### config.mk
export PLATFORM = sky130hd
export DESIGN_NAME = fetch_unit
export DESIGN_NICKNAME = d
export VERILOG_FILES = /design/src/rtl/fetch_unit.sv
export SDC_FILE = /design/constraint.sdc
export NUM_CORES = 1
export LEC_CHECK = 0
export ABC_AREA = 1
export CAP_MARGIN = 5
export CORE_MARGIN = 4
export CORE_UTILIZATION = 50
export CTS_CLUSTER_DIAMETER = 60
export DETAILED_ROUTE_END_ITERATION = 8
export GPL_TIMING_DRIVEN = 0
export MAX_ROUTING_LAYER = met4
export PLACE_DENSITY = 0.77
export SYNTH_ARGS = -nofsm -noshare
export SYNTH_HDL_FRONTEND = slang
export SYNTH_SLANG_ARGS = --single-unit
export TNS_END_PERCENT = 100
### constraint.sdc
create_clock -name clk -period 9.3 [get_ports clk]
set_clock_uncertainty 0.05 [all_clocks]
set_input_delay 2.325 -clock clk [delete_from_list [all_inputs] [get_ports clk]]
set_output_delay 2.325 -clock clk [all_outputs]
set_load 0.005 [all_outputs]
### src/rtl/fetch_unit.sv
// fetch_unit: PC owner issuing single-latency imem reads into a small {instr,pc} FIFO
// with valid/ready output and redirect-driven flush.
module fetch_unit #(
    parameter int              DATA_WIDTH = 32,
    parameter int              ADDR_WIDTH = 32,
    parameter int              DEPTH      = 4,
    parameter logic [ADDR_WIDTH-1:0] RESET_PC = '0
) (
    input  logic                  clk,
    input  logic                  rst,
    input  logic                  redirect_i,
    input  logic [ADDR_WIDTH-1:0] redirect_pc_i,
    output logic                  imem_req_o,
    output logic [ADDR_WIDTH-1:0] imem_addr_o,
    input  logic                  imem_ready_i,
    input  logic [DATA_WIDTH-1:0] imem_rdata_i,
    output logic                  instr_valid_o,
    output logic [DATA_WIDTH-1:0] instr_o,
    output logic [ADDR_WIDTH-1:0] instr_pc_o,
    input  logic                  instr_ready_i
);
    localparam int PW  = $clog2(DEPTH);
    localparam int CW  = PW + 1;
    localparam int PEW = CW + 1;

    logic [DATA_WIDTH-1:0] mem_instr_q [DEPTH];
    logic [ADDR_WIDTH-1:0] mem_pc_q    [DEPTH];
    logic [PW-1:0]         wr_q, wr_d, rd_q, rd_d;
    logic [CW-1:0]         cnt_q, cnt_d;
    logic [ADDR_WIDTH-1:0] fetch_pc_q, fetch_pc_d, inflight_pc_q;
    logic                  inflight_q, discard_q, discard_d;
    logic                  pop, push, accept;
    logic [PEW-1:0]        pend;

    assign instr_valid_o = cnt_q != '0;
    assign instr_o       = instr_valid_o ? mem_instr_q[rd_q] : '0;
    assign instr_pc_o    = instr_valid_o ? mem_pc_q[rd_q] : '0;
    assign imem_addr_o   = fetch_pc_q;
    assign pop           = instr_valid_o && instr_ready_i && !redirect_i;
    // Buffered plus in-flight words after this cycle's pop must leave room for one more.
    assign pend          = PEW'(cnt_q) + PEW'(inflight_q) - PEW'(pop);
    assign imem_req_o    = rst && !redirect_i && (pend < PEW'(DEPTH));
    assign accept        = imem_req_o && imem_ready_i;
    assign push          = inflight_q && !discard_q && !redirect_i;

    always_comb begin
        fetch_pc_d = redirect_i ? {redirect_pc_i[ADDR_WIDTH-1:2], 2'b00}
                   : accept     ? fetch_pc_q + ADDR_WIDTH'(4) : fetch_pc_q;
        discard_d  = redirect_i && accept;
        wr_d       = redirect_i ? '0 : push ? wr_q + PW'(1) : wr_q;
        rd_d       = redirect_i ? '0 : pop ? rd_q + PW'(1) : rd_q;
        cnt_d      = redirect_i ? '0 : cnt_q + CW'(push) - CW'(pop);
    end

    always_ff @(posedge clk or negedge rst) begin
        if (!rst) begin
            fetch_pc_q    <= RESET_PC;
            inflight_q    <= 1'b0;
            inflight_pc_q <= '0;
            discard_q     <= 1'b0;
            wr_q          <= '0;
            rd_q          <= '0;
            cnt_q         <= '0;
        end else begin
            fetch_pc_q    <= fetch_pc_d;
            inflight_q    <= accept;
            inflight_pc_q <= fetch_pc_q;
            discard_q     <= discard_d;
            wr_q          <= wr_d;
            rd_q          <= rd_d;
            cnt_q         <= cnt_d;
        end
    end

    always_ff @(posedge clk) begin
        if (push) begin
            mem_instr_q[wr_q] <= imem_rdata_i;
            mem_pc_q[wr_q]    <= inflight_pc_q;
        end
    end
endmodule

; Yosys cells after proc, flatten, opt, wreduce, memory -nomap -nowiden
; Memories as Yosys holds them, arrays and structs flattened.
; Index checks and enable logic that the tools add are counted.
[word_totals]
reg_bits = 73
latchBits = 0
mem_bits_rw = 256
mem_bits_ro = 0
in_bits = 69
n_memories = 2
[memory_table]
columns = name, words, width, rd, rd_clocked_by_memory_dff, wr, line_no
row1 = mem_instr_q, 4, 32, 1, 0, 1, 26  ; logic [DATA_WIDTH-1:0] mem_instr_q [DEPTH];
row2 = mem_pc_q, 4, 32, 1, 0, 1, 27  ; logic [ADDR_WIDTH-1:0] mem_pc_q [DEPTH];
[classes]
n_addsub = 7
multipliers = 0
div_mod_pow = 0
magnitude_cmp = 1
eq_ne = 0
n_shift = 0
mux = 11
bitwise = 0
n_reduce_logical = 14
[ops]
columns = operator, n
row1 = 2-to-1 mux 32 bit, 4
row2 = adder 32 x 3 -> 32 bit (second input constant), 1
row3 = logical AND 1 bit, 8
row4 = 2-to-1 mux 2 bit, 4
row5 = nonzero test 2 bit, 3
row6 = adder 2 x 1 -> 2 bit (second input constant), 2
row7 = adder 3 x 1 -> 4 bit, 1
row8 = less-than comparator 4 x 3 -> 1 bit (second input constant), 1
row9 = subtractor 4 x 1 -> 4 bit, 1
row10 = adder 3 x 1 -> 3 bit, 1
row11 = 2-to-1 mux 3 bit, 1
row12 = nonzero test 3 bit, 1
row13 = subtractor 3 x 1 -> 3 bit, 1
row14 = zero test 1 bit, 2
row15 = 2-to-1 mux 1 bit, 2

; Longest topological paths before layout
[depth]
depth_word = 9
depth_mapped = 17
ltp_nobuf = 16

; Worst setup path before layout
; No wires, ideal clock.
[synth_timing]
path_kind = input port to output port
from = input redirect_i
to = output imem_req_o
arrival_ns = 3.793
required_time_ns = 6.925
setup_slack_ns = 3.132
stages = 11
n_path_buf = 2
path_cell_list = clkbuf_1 -> clkbuf_1 -> nor2_1 -> ha_1 -> inv_1 -> ha_1 -> nand3_1 -> nand2_1 -> nand2_1 -> nand2_1 -> nor3_1
[synth_via]
elab_chain_len = 5
word_cells_on_any_way = 6
[synth_rtl]
columns = item, line_no
row1 = start: declaration, 11  ; input logic redirect_i,
row2 = zero test 1 bit *, "39, 42"
row3 = logical AND 1 bit, 39  ; assign pop = instr_valid_o && instr_ready_i && !redirect_i;
row4 = subtractor 4 x 1 -> 4 bit, 41  ; assign pend = PEW'(cnt_q) + PEW'(inflight_q) - PEW'(pop);
row5 = less-than comparator 4 x 3 -> 1 bit, 42  ; assign imem_req_o = rst && !redirect_i && (pend < PEW'(DEPTH));
row6 = logical AND 1 bit *, 42
row7 = end: declaration, 13  ; output logic imem_req_o,
; Every way passes the cells marked *; elsewhere a longest branch is shown, timed or not.

; Worst setup path in the final report
[layout_timing]
from = input instr_ready_i
to = output imem_req_o
[layout_via]
elab_chain_len = 5
[layout_rtl]
columns = item, line_no
row1 = start: declaration, 20  ; input logic instr_ready_i
row2 = logical AND 1 bit (2 in a row), 39
row3 = subtractor 4 x 1 -> 4 bit, 41
row4 = less-than comparator 4 x 3 -> 1 bit, 42
row5 = logical AND 1 bit, 42
; No other way between the ends.

==> impl_metrics.yaml <==
status:
  status: "finished, final reports clean"
final_layout:
  final_area_um2: 16500
  fillers: 1972
  drive_gt1_share_pct: 7.01
  layout_common_cells: "nor2_1, edfxtp_1, nand2_1, clkdlybuf4s50_1, o21ai_0"
  multi_input_area_um2: 3600
  final_common_cell: "nor2_1"
  fin_cells: 1805
  ff_latch_area_um2: 9170
  fin_util_pct: 63.4
  antennaDiodeCount: 0
  area_growth_pct: 25.0
  nets: 1525
floorplan:
  initial_utilization_pct: 50.7
  fp.dieArea_um2: 29100
  ios: 167
  coreArea_um2: 26100
  die_w_um: 171
  rows: 59
  die_h_um: 171
power:
  power.density_nw_per_um2: 249
  swShare_pct: 30.3
  p_comb_share_pct: 25.7
  pwr-share-seq_pct: 43.4
  p_switching_mw: 1.24
  p_int_mw: 2.87
  leakage_nw: 6.21
  ir_drop_mv: 0.171
  clkPwrFrac_pct: 30.9
global_routing:
  grt_pass1_vias: 9404
  use_met1_pct: 30.3
  gr-total-overflow: 0
  grtUsageTotal_pct: 22.3
  antenna_found_initial: 0
  grt_pass1_wl_mm: 49.4
  grt_util_met2_pct: 36.0
  grt_max_degree: 71
  grt.busiest_layer: "met2"
  met3_usage_pct: 2.77
setup_path:
  start_kind: "input pin"
  crit_fanout: 4
  crit_chain: "clkdlybuf4s50_1, inv_1, nor2_1, inv_1, nor2_1, ha_1, inv_1, ha_1, nand3_1, nand2_1, nand2_1, nand2_1, nor3_1, clkdlybuf4s50_1"
  slowest_stage: "clkdlybuf4s50_1"
  worstSetupPathType: "input pin to output port"
  cp-end-kind: "output port"
  r2r_cells: 17
  crit_family: "buffers and inverters"
  cp_num_cells: 14
  crit_arrival_ns: 4.86
  cp_num_buf_inv: 5
  required_ns: 6.93
  crit_path_max_incr_delay_ns: 0.54
clock_network:
  cts_setup_buffers: 0
  cts.clk_slew.worst_paths_ns: 0.07
  ctsHoldBuffers: 0
  post_cts_resized: 0
  htreeDepth: 1
  clk_path_buf_depth: 3
  cts.sinks: 317
  cts_tree: "yes"
  clock_latency_ns: 0.55
  cts_buffers: 31
  cts_root_buf: "clkbuf_16"
sta:
  max_slew_margin_pct: 30.9
  rsz0062_at_grt: "false"
  hold_viol: 0
  setup_viol_count_final: 0
  fin_setup_tns_ns: 0
  drv_slew: 0
  fin_crit_sh_pct: 77.8
  worstMarginPinSlew_ns: 1.03
  fmax_mhz: 138
  finalCriticalPeriod_ns: 7.24
logic_synthesis:
  synth_ff_type: "edfxtp_1"
  synthCells: 1242
  synthArstFlopShare_pct: 21.8
  syn_area_um2: 13200
  ys_warn_count: 0
  synth_seq_cells: 317
  synth.avg_cell_area_um2: 10.6
  ys_types: 27
  seq_area_frac_synth_pct: 69.4
  synth_edf_count: 248
run:
  cap_violations: 0
detailed_routing:
  drt_wl_total_mm: 31.9
  remaining_drc_errors: 0
  vias_per_cell: 5.40
  antenna_left: 0
  vias: 9749
  first_pass_iters: 6
  wire_per_inst_um: 17.7
  drt_iter0_drc: 1028
place:
  port_buffers: 159
  routabilityCongestion: 0.886
  hpwlAfterDp_mm: 20.8
  postPlaceCellArea_um2: 15500
  dp_cells: 1748
worst_hold_path:
  whs_path_depth: 0
  hold_path.class: "register to register"
-- metal layers --
layer / wire length [um] / vias to the layer above
li1: - / 4609
met1: 13000 / 4607
met2: 15400 / 479
met3: 2840 / 54
met4: 711 / 0
met5: 0 / -
-- worst reg2reg max path, delay by kind of cell (launching register included) --
family        cells  cell delay (ns)
fa+ha+maj         2             0.43
simple gates     11             1.87
buf+inv           4             0.52
flops             1             0.42
-- cell usage after synthesis (4+ instances only) --
cell | instances | area [um2]
a21oi_1 | 69 | 345
buf_1 | 6 | 22.5
buf_2 | 13 | 65.1
buf_4 | 7 | 52.6
clkbuf_1 | 41 | 154
dfrtp_1 | 69 | 1730
edfxtp_1 | 248 | 7450
ha_1 | 9 | 113
inv_1 | 48 | 180
nand2_1 | 204 | 766
nand3_1 | 66 | 330
nor2_1 | 295 | 1110
nor2_2 | 6 | 37.5
o21ai_0 | 138 | 691
or2_2 | 4 | 25.0
xor2_1 | 4 | 35.0
-- logic make-up (layout without fill, tap and decap cells) --
kind of cell / count (synthesis) / count (layout) / share of synthesized area, %
and+or+nand+nor: 584 / 584 / 17.7
DFF: 317 / 317 / 69.4
AOI/OAI and AO/OA: 209 / 209 / 7.96
buffers and inverters: 117 / 341 / 3.65
adders and majority gates: 10 / 10 / 1.00
xor gates and xnor gates: 4 / 4 / 0.265
other: 1 / 5 / 0.0284
-- sequential cells by signal, indices dropped and copies added (netlist names) --
signal         flops
mem_instr_q      128
mem_pc_q         120
imem_addr_o       30
inflight_pc_q     30
cnt_q              3
rd_q               2
wr_q               2
discard_q          1
inflight_q         1
-- layout make-up --
class,instances,share of cell area [%]
Timing Repair Buffer,167,10.8
Buffer,67,1.78
Tap cell,335,2.54
Clock inverter,21,1.24
Multi-Input combinational cell,812,21.8
Clock buffer,36,5.20
Inverter,50,1.14
Sequential cell,317,55.5
-- path summary, 6_finish.rpt --
| kind | endpoint | start | slack [ns] |
|---|---|---|---|
| min in group asynchronous | imem_addr_o[2]$_DFFE_PN0P_ | rst | 1.83 |
| setup reg to reg | imem_addr_o[21]$_DFFE_PN0P_ | cnt_q[0]$_DFF_PN0_ | 5.93 |
| hold / removal | mem_pc_q[3][18]$_DFFE_PP_ | inflight_pc_q[18]$_DFF_PN0_ | 0.43 |
| max in group asynchronous | imem_addr_o[21]$_DFFE_PN0P_ | rst | 6.81 |
| hold reg to reg | mem_pc_q[3][18]$_DFFE_PP_ | inflight_pc_q[18]$_DFF_PN0_ | 0.43 |
| setup / recovery | imem_req_o | instr_ready_i | 2.06 |
-- stage by stage --
stage          total power [mW]  worst slack (ns)  hold slack [ns]
2_1_floorplan              2.26              3.13            0.384
3_3_place_gp               2.83             0.858            0.404
3_5_place_dp               2.86              2.08            0.425
4_1_cts                    4.12              2.05            0.423
5_1_grt                    4.32              1.77            0.447
6_report                   4.11              2.06            0.428
-- power by group through the flow --
| stage | sequential, mW | combinational (mW) | clock [mW] |
|---|---|---|---|
| after CTS | 1.78 | 1.06 | 1.28 |
| after global placement | 1.81 | 1.02 | 0 |
| final | 1.79 | 1.06 | 1.27 |
| after global routing | 1.80 | 1.16 | 1.35 |
| after floorplan | 1.77 | 0.495 | 0 |
| after detailed placement | 1.81 | 1.05 | 0 |
Note: power is estimated with default switching activity, not from simulation.
